**src/rtl/x_fifo_reader_pkg.sv**
```systemverilog
// x_fifo_pkg: shared types for the FIFO read-side adapter.
//   occ_t       - 2-bit buffer occupancy (0..2)
//   buf_state_e - skid buffer state, encoded so the state value equals occupancy
//   rd_lat_ok   - legality check for the FIFO read latency parameter
package x_fifo_pkg;

  localparam int unsigned OCC_W = 2;

  typedef logic [OCC_W-1:0] occ_t;

  localparam occ_t OCC_EMPTY = 2'd0;
  localparam occ_t OCC_ONE   = 2'd1;
  localparam occ_t OCC_TWO   = 2'd2;

  typedef enum logic [OCC_W-1:0] {
    ST_EMPTY = 2'd0,
    ST_ONE   = 2'd1,
    ST_TWO   = 2'd2
  } buf_state_e;

  // Only zero- and one-cycle FIFO read latencies are supported.
  function automatic logic rd_lat_ok(input int unsigned lat);
    return (lat <= 32'd1);
  endfunction

endpackage

```
**src/rtl/x_fifo_reader_if.sv**
```systemverilog
// x_fifo_reader_if: FIFO read port plus valid/ready output stream.
//   flush        - synchronous discard request
//   fifo_empty_n - FIFO holds at least one word
//   fifo_re      - FIFO pop request
//   fifo_dout    - FIFO read data
//   m_valid/m_ready/m_data - output stream
//   occ          - buffer occupancy (debug)
// master: the adapter; slave: FIFO + consumer side.
interface x_fifo_reader_if
  import x_fifo_pkg::*;
#(
  parameter int unsigned DW = 8
);

  logic          flush;
  logic          fifo_empty_n;
  logic          fifo_re;
  logic [DW-1:0] fifo_dout;
  logic          m_valid;
  logic          m_ready;
  logic [DW-1:0] m_data;
  occ_t          occ;

  modport master (
    input  flush, fifo_empty_n, fifo_dout, m_ready,
    output fifo_re, m_valid, m_data, occ
  );

  modport slave (
    output flush, fifo_empty_n, fifo_dout, m_ready,
    input  fifo_re, m_valid, m_data, occ
  );

endinterface

```
**src/rtl/x_fifo_reader_skid_buf2.sv**
```systemverilog
// x_skid_buf2: 2-entry FIFO-ordered register buffer.
//   clk, rst - clock, async active-high reset
//   clr      - synchronous clear (wins over push/pop)
//   push/din - write din at the tail
//   pop      - drop the head entry
//   cnt      - occupancy 0..2
//   head     - head entry (entry 0)
module x_skid_buf2
  import x_fifo_pkg::*;
#(
  parameter int unsigned DW = 8
) (
  input  logic          clk,
  input  logic          rst,
  input  logic          clr,
  input  logic          push,
  input  logic          pop,
  input  logic [DW-1:0] din,
  output occ_t          cnt,
  output logic [DW-1:0] head
);

  buf_state_e    state_q, state_d;
  logic [DW-1:0] e0_q, e0_d;
  logic [DW-1:0] e1_q, e1_d;

  // State and storage registers.
  always_ff @(posedge clk or posedge rst) begin
    if (rst) begin
      state_q <= ST_EMPTY;
      e0_q    <= '0;
      e1_q    <= '0;
    end else begin
      state_q <= state_d;
      e0_q    <= e0_d;
      e1_q    <= e1_d;
    end
  end

  // Next state: entry 0 is always the head, entry 1 the second word.
  always_comb begin
    state_d = state_q;
    e0_d    = e0_q;
    e1_d    = e1_q;
    if (clr) begin
      state_d = ST_EMPTY;
    end else begin
      case (state_q)
        ST_EMPTY: begin
          if (push) begin
            state_d = ST_ONE;
            e0_d    = din;
          end
        end
        ST_ONE: begin
          case ({push, pop})
            2'b10: begin
              state_d = ST_TWO;
              e1_d    = din;
            end
            2'b01: state_d = ST_EMPTY;
            2'b11: e0_d = din;
            default: ;
          endcase
        end
        ST_TWO: begin
          case ({push, pop})
            2'b01: begin
              state_d = ST_ONE;
              e0_d    = e1_q;
            end
            2'b11: begin
              e0_d = e1_q;
              e1_d = din;
            end
            default: ;
          endcase
        end
        default: state_d = ST_EMPTY;
      endcase
    end
  end

  // A push into a full buffer without a pop would lose a word.
  always @(posedge clk) begin
    if (!rst && !clr) begin
      assert (!(state_q == ST_TWO && push && !pop))
        else $error("x_skid_buf2: push into full buffer");
    end
  end

  assign cnt  = occ_t'(state_q);
  assign head = e0_q;

endmodule

```
**src/rtl/x_fifo_reader.sv**
```systemverilog
// x_fifo_reader: read-side adapter turning a FIFO read port into a
// valid/ready stream through a 2-entry buffer.
//   clk, rst - clock, async active-high reset
//   bus      - x_fifo_reader_if.master (FIFO read port, output stream, flush, occ)
// Parameters: DW data width, RD_LAT FIFO read latency (0 or 1).
module x_fifo_reader
  import x_fifo_pkg::*;
#(
  parameter int unsigned DW     = 8,
  parameter int unsigned RD_LAT = 1
) (
  input  logic            clk,
  input  logic            rst,
  x_fifo_reader_if.master bus
);

  occ_t          cnt;
  logic [DW-1:0] head;
  logic          pop;
  logic          arr;
  logic          infl;
  logic          re;
  logic [2:0]    need_c;

  assign pop = (cnt != OCC_EMPTY) && bus.m_ready;

  // Slots committed next cycle: current words minus the one leaving plus the
  // read already in flight. Issue only when a slot remains for the new read.
  assign need_c = 3'(cnt) - 3'(pop) + 3'(infl);
  assign re     = bus.fifo_empty_n && !bus.flush && !rst && (need_c < 3'(OCC_TWO));

  if (RD_LAT == 0) begin : g_lat0
    assign infl = 1'b0;
    assign arr  = re;
  end else begin : g_lat1
    logic infl_q;

    // Read issued this cycle returns data next cycle; flush already blocks re.
    always_ff @(posedge clk or posedge rst) begin
      if (rst) begin
        infl_q <= 1'b0;
      end else begin
        infl_q <= re;
      end
    end

    assign infl = infl_q;
    assign arr  = infl_q;
  end

  always @(posedge clk) begin
    if (!rst) begin
      assert (rd_lat_ok(RD_LAT))
        else $error("x_fifo_reader: illegal RD_LAT %0d", RD_LAT);
    end
  end

  x_skid_buf2 #(
    .DW (DW)
  ) u_buf (
    .clk  (clk),
    .rst  (rst),
    .clr  (bus.flush),
    .push (arr),
    .pop  (pop),
    .din  (bus.fifo_dout),
    .cnt  (cnt),
    .head (head)
  );

  assign bus.fifo_re = re;
  assign bus.m_valid = (cnt != OCC_EMPTY);
  assign bus.m_data  = head;
  assign bus.occ     = cnt;

endmodule

```
**src/flat_wrapper.sv**
```systemverilog
// flat-port wrapper written by rule: the top's interface ports become plain ports
module x_fifo_reader_flat import x_fifo_pkg::*;
#(
  parameter int unsigned DW     = 8,
  parameter int unsigned RD_LAT = 1
)
  (clk, rst, bus_flush, bus_fifo_empty_n, bus_fifo_dout, bus_m_ready, bus_fifo_re, bus_m_valid, bus_m_data, bus_occ);
  x_fifo_reader_if #(.DW(DW)) bus_i ();
  input  logic clk;
  input  logic rst;
  input wire logic [$bits(bus_i.flush)-1:0] bus_flush;
  input wire logic [$bits(bus_i.fifo_empty_n)-1:0] bus_fifo_empty_n;
  input wire logic [$bits(bus_i.fifo_dout)-1:0] bus_fifo_dout;
  input wire logic [$bits(bus_i.m_ready)-1:0] bus_m_ready;
  output wire logic [$bits(bus_i.fifo_re)-1:0] bus_fifo_re;
  output wire logic [$bits(bus_i.m_valid)-1:0] bus_m_valid;
  output wire logic [$bits(bus_i.m_data)-1:0] bus_m_data;
  output wire logic [$bits(bus_i.occ)-1:0] bus_occ;
  assign bus_i.flush = bus_flush;
  assign bus_i.fifo_empty_n = bus_fifo_empty_n;
  assign bus_i.fifo_dout = bus_fifo_dout;
  assign bus_i.m_ready = bus_m_ready;
  assign bus_fifo_re = bus_i.fifo_re;
  assign bus_m_valid = bus_i.m_valid;
  assign bus_m_data = bus_i.m_data;
  assign bus_occ = bus_i.occ;
  x_fifo_reader #(.DW(DW), .RD_LAT(RD_LAT)) u_core (.clk(clk), .rst(rst), .bus(bus_i));
endmodule
```
**config.mk**
```make
export PLATFORM = sky130hd
export DESIGN_NAME = x_fifo_reader_flat
export DESIGN_NICKNAME = d
export VERILOG_FILES = /design/src/rtl/x_fifo_reader_pkg.sv /design/src/rtl/x_fifo_reader_if.sv /design/src/rtl/x_fifo_reader_skid_buf2.sv /design/src/rtl/x_fifo_reader.sv /design/src/flat_wrapper.sv
export SDC_FILE = /design/constraint.sdc
export NUM_CORES = 1
export LEC_CHECK = 0
export CELL_PAD_IN_SITES_DETAIL_PLACEMENT = 1
export CELL_PAD_IN_SITES_GLOBAL_PLACEMENT = 2
export CORE_ASPECT_RATIO = 0.6
export CORE_MARGIN = 2
export CORE_UTILIZATION = 27
export DETAILED_ROUTE_END_ITERATION = 8
export PLACE_DENSITY = 0.83
export SLEW_MARGIN = 40
export SYNTH_ARGS = -nofsm -noshare
export SYNTH_HDL_FRONTEND = slang
export SYNTH_SLANG_ARGS = --single-unit
```
**constraint.sdc**
```tcl
create_clock -name clk -period 2.6 [get_ports clk]
set_input_delay 0.78 -clock clk [delete_from_list [all_inputs] [get_ports clk]]
set_output_delay 0.78 -clock clk [all_outputs]
set_load 0.01 [all_outputs]
```
==> impl.org, run 1 <==
** Synth
- Leading register cell type out of synthesis :: sky130_fd_sc_hd__dfrtp_1
- For this run, the number of Yosys warnings is 0.
- Of the post-synthesis cell area, the dominant cell type holds between 40% and 50%.
- Main combinational cell family by area after synthesis :: simple AND/OR/NAND/NOR gates
- The synthesized netlist devotes 3.372% of its cell area to adder and majority cells.
- Synth Register Bits :: 19
- Complex-gate fraction of the synthesized area :: 5.447%
- Cell area after synthesis :: approximately 960 um2
- In the synthesized netlist the async set-or-reset flop fraction comes to 100.0%.
- Post-synthesis mux area share :: 18.68%
- The number of nets handed over by synthesis was a little over 100.
- Avg Synthesized Cell Area :: 11.09 um2
- Count of distinct cell types in the synthesized netlist :: 25
- In this run, synthesis inferred 0 flip-flops with an integrated enable.
- Cell types with the largest area share after synthesis :: sky130_fd_sc_hd__dfrtp_1 49%, sky130_fd_sc_hd__mux2_2 19%, sky130_fd_sc_hd__nand2_1 10%
- Part of the Yosys area used for sequential elements :: 49.29%
- Number of standard cells after synthesis :: 87
- The largest total area in the synthesized netlist belongs to sky130_fd_sc_hd__dfrtp_1.
- Summing the areas of all xor and xnor instances in the mapped netlist gives less than 1% of the synthesized area.
- Of the total synthesized cell area, the portion taken by AND, OR, NAND and NOR gates is 20.75%.

** Critical path
- The largest single stage delay on the critical path is 0.48 ns.
- The worst setup path is of the reg2out kind.
- The worst register-to-register path begins at u_core.u_buf.cnt[0]$_DFFE_PP0P_.
- The worst setup path is captured at an output port.
- Maximum net fanout on the critical path :: 2
- Buf+Inv Stages, Crit Path :: 1
- Cell chain of the critical path :: or2_4 > nand2_8 > ha_4 > nand2b_4 > fa_1 > nand4b_1 > nor2_2 > buf_2
- For the worst setup path, the data required time is ~1.8 ns.
- In this design, the largest share of critical-path delay is due to simple AND/OR/NAND/NOR gates.
- Data arrival time at the worst-slack endpoint :: 2.17 ns
- The slowest stage of the critical path belongs to the cell sky130_fd_sc_hd__fa_1.
- Startpoint type of the worst setup path :: flip-flop
- In this run the worst setup path begins at u_core.u_buf.cnt[1]$_DFFE_PP0P_.

** Placed design
- Routability-driven placement finished with a final weighted congestion of between 0.7 and 0.8.
- Total half-perimeter wirelength after legalization and detailed placement :: 1858 um
- In this run the cell area measured after placement is ~1400 um2.
- Buffers placed on the I/O ports in this run total 24.

** GRT
- Entering global routing, the biggest net connects 20 pins.
- Wire length of the first global-routing pass :: 3995 um
- The number of antenna violations at the first check in global routing is 0.
- Met2 GRT Util :: 23.14%
- Global routing met1 resource utilization :: 16.22%
- The global routing stage identified its most utilized layer as met2.
- After global routing the overflow that remains totals 0.
- For met3 alone, demand over resource in global routing was 3.957%.
- All-Layer GR Usage :: around an eighth
- Via count of the first global-routing pass :: 851

** Clocking
- In this run the deepest clock path goes through 2 buffers.
- After clock tree synthesis, the clock-pin slew on the worst setup and hold paths is about 0.07 ns.
- The later pin in the worst-skew pair is clocked with a latency of 0.25 ns.
- TritonCTS built the clock tree.
- Number of clock sinks :: 19
- Root Driver :: sky130_fd_sc_hd__clkbuf_8
- CTS built an H-tree with a depth of 1.
- Total CTS buffers :: 3

** Floorplan
- The floorplan step set the die height to approximately 50 um.
- Die Width :: 81.17 um
- The die covers 4083 um2.
- During I/O placement, the number of pins put on the boundary was 25.
- Starting utilization of the core area :: 28.85%
- Placeable core area :: 3343 um2
- Row generation in the floorplan step produced 16 rows.

** STA
- Max Slew Vio Count :: 0
- Hold is met by 0.5100 ns.
- Count of endpoints failing hold in the final timing report :: 0
- Clock tree skew after final layout :: 0.001005 ns
- Max Clk Rate :: 0.3392 GHz
- Final min period :: 2.948 ns
- Setup repair after global routing missed its margin :: true
- Setup violations remaining at the end of the flow were counted as 1.
- The worst path uses 113.4% of the clock period.
- Once routing completed, OpenROAD measured the worst setup slack at -0.3484 ns.
- In this run the tightest slew margin relative to its limit is 68.98%.
- Summed negative setup slack over all endpoints :: -0.3484 ns
- Pin slew with the least headroom to its limit :: 0.4653 ns

** Layout
- In the final layout, flip-flops and latches occupy 478.0 um2.
- Compared with the post-synthesis result, the final layout area differs by 46.69%.
- Cell area after layout :: 1415 um2
- Fraction of layout instances using a drive strength above 1 :: 34.68%
- After the last flow step, the layout net total stands at 140.
- The number of antenna diodes in the final layout is 0.
- Number of inserted filler cells in the final layout :: 364
- Multi-input logic area :: 515.5 um2
- Once layout is complete, the utilization of the core stands at roughly 42%.

** Route
- After the first detailed-routing iteration, the DRC count stood at 13.
- DR vias/cell :: 4.473
- Post-detailed-route wirelength per cell :: between 10 and 15 um
- Routed Antenna Nets :: 0
- Vias :: 756
- The first detailed-routing pass took 4 iterations.
- In the routed design, unresolved DRC markers number 0.
- The routed design has 2334 um of wire.

** Min path
- Hold Path Class :: reg2reg
- Start point of the worst hold path :: u_core.u_buf.head[1]$_DFFE_PP0P_

** Outcome
- Outcome :: finished with violations
- The checks that failed: setup timing.

** Power
- For this design the ratio of total power to cell area is 543.8 nW/um2.
- Overall power consumption after layout is estimated at around 0.77 mW.
- Leakage power summed over all cells :: ~0.64 nW
- Max IR drop VDD :: 227.9 uV

** Run
- Maximum Capacitance Violations :: 0
-- stage by stage --
stage / instances / setup slack, ns
after global placement: 164 / -1.204
after detailed placement: 164 / -1.240
after CTS: 168 / -0.3930
after floorplan: 87 / -0.07070
final: 169 / -0.3484
after global routing: 169 / -0.4460
-- cell type report --
class / count / share of cell area [%]
timing repair buffer: 35 / 22.28
clock buffer: 3 / 2.918
multi-input combinational: 65 / 36.43
sequential: 19 / 33.78
tap: 45 / 3.979
inverter: 1 / 0.2653
clock inverter: 1 / 0.3537
-- path summary, 6_finish.rpt --
check,slack (ns),to,cells past startpoint
min in group asynchronous,0.90,u_core.arr$_DFF_PP0_,3
min,0.51,u_core.u_buf.head[1]$_DFFE_PP0P_,1
max,-0.35,bus_fifo_re,8
max reg2reg,0.58,u_core.u_buf.e1_q[6]$_DFFE_PP0P_,5
max in group asynchronous,1.48,u_core.u_buf.cnt[0]$_DFFE_PP0P_,3
min reg2reg,0.51,u_core.u_buf.head[1]$_DFFE_PP0P_,1
-- timing repair --
item / in CTS / in global routing
pin swaps: 1 / 2
resized for setup: 9 / 0
hold buffers: 0 / 0
setup endpoints to repair: 1 / 1
buffers inserted: 0 / 1
-- sequential cells by signal (all words and copies together) (netlist names) --
signal / cells
u_core.u_buf.e1_q: 8
u_core.u_buf.head: 8
u_core.u_buf.cnt: 2
u_core.arr: 1
-- per-layer routing --
| metal | vias up | part of all wire (%) |
|---|---|---|
| li1 | 369 | - |
| met1 | 369 | 44 |
| met2 | 18 | 51 |
| met3 | 0 | 5.1 |
| met4 | 0 | 0 |
| met5 | - | 0 |
-- cells in the mapped netlist, types with 2 or more instances --
| library cell | instances |
|---|---|
| sky130_fd_sc_hd__mux2_2 | 16 |
| sky130_fd_sc_hd__nand2b_1 | 2 |
| sky130_fd_sc_hd__nand3b_1 | 3 |
| sky130_fd_sc_hd__dfrtp_1 | 19 |
| sky130_fd_sc_hd__nor2_1 | 2 |
| sky130_fd_sc_hd__nand2_1 | 26 |
-- layout by cell type (no fill, tap or decap), types with 2 or more instances in the layout --
master / n
sky130_fd_sc_hd__nand3b_1: 3
sky130_fd_sc_hd__mux2_2: 16
sky130_fd_sc_hd__buf_4: 12
sky130_fd_sc_hd__dfrtp_1: 17
sky130_fd_sc_hd__clkdlybuf4s50_1: 22
sky130_fd_sc_hd__clkbuf_8: 3
sky130_fd_sc_hd__dfrtp_2: 2
sky130_fd_sc_hd__nand2_1: 25
-- power by group --
part	switching, mW	internal [mW]	leakage, nW	total (mW)
clock network	0.0956	0.106	0.0255	0.202
logic	0.0714	0.127	0.369	0.199
registers	0.0252	0.344	0.243	0.369
-- kinds of logic (layout without fill, tap and decap cells) --
kind of cell / after synthesis / after routing
AND/OR/NAND/NOR: 40 / 40
flip-flops: 19 / 19
multiplexers: 16 / 16
AO/OA/AOI/OAI: 6 / 6
buffers and inverters: 3 / 40
adder cells (fa/ha/maj): 2 / 2
XOR/XNOR: 1 / 1
No activity file was read; power rests on OpenSTA's default activity.
==> inputs of run 2 (changes only) <==
REMOVE_ABC_BUFFERS = 1   (was not set)
==> impl.org, run 2 (synthesis gave the netlist of run 1 again) <==
** Outcome
- The run finished, with violations left.
- The final reports fail on setup timing.

** STA
- Count of endpoints failing hold in the final timing report :: 0
- Total of endpoints with negative setup slack in the final report :: 1
- Max Clk Rate :: 0.3394 GHz
- Worst-case setup margin in the final layout :: -0.3461 ns
- Pin slew with the least headroom to its limit :: 0.4154 ns
- Setup repair after global routing could not meet its margin everywhere.
- Hold is met by 0.5138 ns.
- Final worst-path cycle share :: 113.3%
- Max Slew Vio Count :: 0
- Slew HR :: between 70% and 80%
- After layout, the minimum clock period comes to 2.946 ns.
- On the final layout, the worst clock skew is 0.009125 ns.

** Critical path
- At the worst endpoint, the arrival time is 2.17 ns.
- Traced cell by cell, the critical path runs through or2_4 > nand2_4 > ha_4 > nand2b_4 > fa_1 > nand4b_1 > nor2_2 > buf_2.
- In this design, the stage delay of the slowest critical-path cell is around 0.48 ns.
- Crit end category :: output port
- The slowest stage of the critical path belongs to the cell sky130_fd_sc_hd__fa_1.
- Crit Path Category :: reg2out
- STA puts the critical path data required time at 1.82 ns.
- STA classifies the critical path startpoint as a flip-flop.
- Along the worst path, the maximum fanout reaches 2.

** Power
- For this design the static power due to leakage is around 0.68 nW.
- The share of total power dissipated in combinational logic is 26.1%.
- Fraction of power spent switching nets :: 25.97%
- Sequential cells account for 46.6% of the total power.
- The clock network burns 27.3% of the power.
- The worst-case IR drop observed on VDD is 345.9 uV.
- Total design power :: 0.7897 mW
- Total net switching power :: 0.2051 mW
- Internal power consumption :: roughly 0.6 mW
- In this run the power density over the cells is between 500 and 600 nW/um2.

** Route
- After detailed routing, the average wire length per cell comes to 14.00 um.
- Wires add up to about 2500 um.
- Using the TritonRoute via totals, the vias-per-cell ratio works out to 4.434.
- Drt first-iter violations :: 3
- For this block, the via count after detailed routing is 776.
- In the routed design, unresolved DRC markers number 0.
- Routed Antenna Nets :: 0
- Before antenna repair, the detailed router went through 2 iterations.

** GRT
- Entering global routing, the biggest net connects 20 pins.
- Global routing finished with a remaining overflow of 0.
- The via count of the first global-routing pass came to around 910.
- Wire length of the first global-routing pass :: 4333 um
- The number of antenna violations at the first check in global routing is 0.
- In the global route stage, overall resource usage came out at roughly 14%.

** Run
- Maximum Capacitance Violations :: 0

** Layout
- Cells with a size suffix above 1 make up a little under two fifths of the layout.
- Nets :: 146
- Commonest non-fill, non-tap cell in the layout :: sky130_fd_sc_hd__nand2_1
- Util after Layout :: 43.94%
- Antenna diodes :: 0
- In the layout the commonest cells are 25 x sky130_fd_sc_hd__nand2_1, 22 x sky130_fd_sc_hd__clkdlybuf4s50_1, 19 x sky130_fd_sc_hd__dfrtp_1.
- Synth-to-Final Area Change :: 52.27%

** Clocking
- For this design, the CTS-stage hold fixing added 0 buffers.
- Counting the buffers created by CTS gives 3.
- Clock-pin slew of the registers on the worst-case setup and hold paths :: around 0.070 ns
- Root Driver :: sky130_fd_sc_hd__clkbuf_8
- Number of H-tree branching levels :: 1
- For the worst-skew pair, the clock arrives at the later sink with an insertion delay of around 0.26 ns.
- In this run the deepest clock path goes through 2 buffers.
- TritonCTS built the clock tree.
- Number of clock sinks :: 19

** Floorplan
- Top-Level Pins :: 25
- Die ar. :: ~4000 um2
- Starting utilization of the core area :: between 20% and 30%
- Floorplan row count :: 16
- From bottom edge to top edge, the die measures ~50 um.
- Measured along the x axis, the die boundary spans 81.17 um.
- Placeable core area :: approximately 3300 um2

** Min path
- The tightest min-delay check is of the reg2reg type.

** Placed design
- Count of port buffers added during placement :: 24
- Total half-perimeter wirelength after legalization and detailed placement :: 1725 um
- The congestion estimate from routability-driven global placement came to 0.7530.
==> run 2: cell count changes in the layout (fill, tap and decap cells not counted), sizes merged <==
cell | previous run | this run
clkinv | 1 | 0
clkinvlp | 0 | 1
buf | 13 | 19
==> run 2: power by group through the flow <==
| stage | logic [mW] | clock network (mW) | registers (mW) |
|---|---|---|---|
| after floorplan | 0.0624 | 0 | 0.388 |
| after global placement | 0.193 | 0 | 0.371 |
| after detailed placement | 0.197 | 0 | 0.374 |
| after CTS | 0.207 | 0.223 | 0.369 |
| after global routing | 0.225 | 0.238 | 0.376 |
| final | 0.206 | 0.215 | 0.368 |
==> run 2: final timing paths <==
kind                       slack (ns)  cells past startpoint                          endpoint                        startpoint
max                             -0.35                      8                       bus_fifo_re   u_core.u_buf.cnt[1]$_DFFE_PP0P_
min                              0.51                      1  u_core.u_buf.head[5]$_DFFE_PP0P_  u_core.u_buf.head[5]$_DFFE_PP0P_
max reg2reg                      0.25                     12              u_core.arr$_DFF_PP0_   u_core.u_buf.cnt[1]$_DFFE_PP0P_
min reg2reg                      0.51                      1  u_core.u_buf.head[5]$_DFFE_PP0P_  u_core.u_buf.head[5]$_DFFE_PP0P_
max in group asynchronous        1.50                      3   u_core.u_buf.cnt[1]$_DFFE_PP0P_                               rst
min in group asynchronous        0.89                      3  u_core.u_buf.e1_q[6]$_DFFE_PP0P_                               rst
==> run 2: layer usage <==
metal | wire length [um] | share of wire (%) | track usage, % | vias up
li1 | - | - | - | 376
met1 | 1134 | 46 | 17.11 | 387
met2 | 1229 | 50 | 24.66 | 13
met3 | 85 | 3.5 | 4.676 | 0
met4 | 0 | 0 | 0.8475 | 0
met5 | 0 | 0 | 0 | -
==> run 2: final cells by class <==
type,count,area (um2)
Inverter,1,3.754
Tap cell,45,56.30
Timing Repair Buffer,41,367.9
Fill cell,361,1874
Clock buffer,3,41.29
Clock inverter,1,7.507
Multi-Input combinational cell,65,516.7
Sequential cell,19,475.5
==> run 2: through the flow <==
step           cell area, um2  setup slack (ns)  cells  TNS (ns)
2_1_floorplan           953.4           -0.2881     85   -0.2881
3_3_place_gp             1325            -1.198    164    -1.198
3_5_place_dp             1325            -1.244    164    -1.244
4_1_cts                  1451           -0.3236    173   -0.3236
5_1_grt                  1469           -0.4581    175   -0.4581
6_report                 1469           -0.3461    175   -0.3461
==> run 2: what timing repair did <==
| item | in CTS | in global routing |
|---|---|---|
| gates resized for setup | 18 | 1 |
| pin swaps | 5 | 1 |
| setup endpoints to repair | 1 | 1 |
| buffers inserted | 5 | 2 |
==> run 2: critical path, delay by kind of cell, from the launching register on <==
kind | cells | cell delay (ns)
flip-flops | 1 | 0.38
buffers and inverters | 1 | 0.14
AND/OR/NAND/NOR | 5 | 0.73
adder cells (fa/ha/maj) | 2 | 0.67
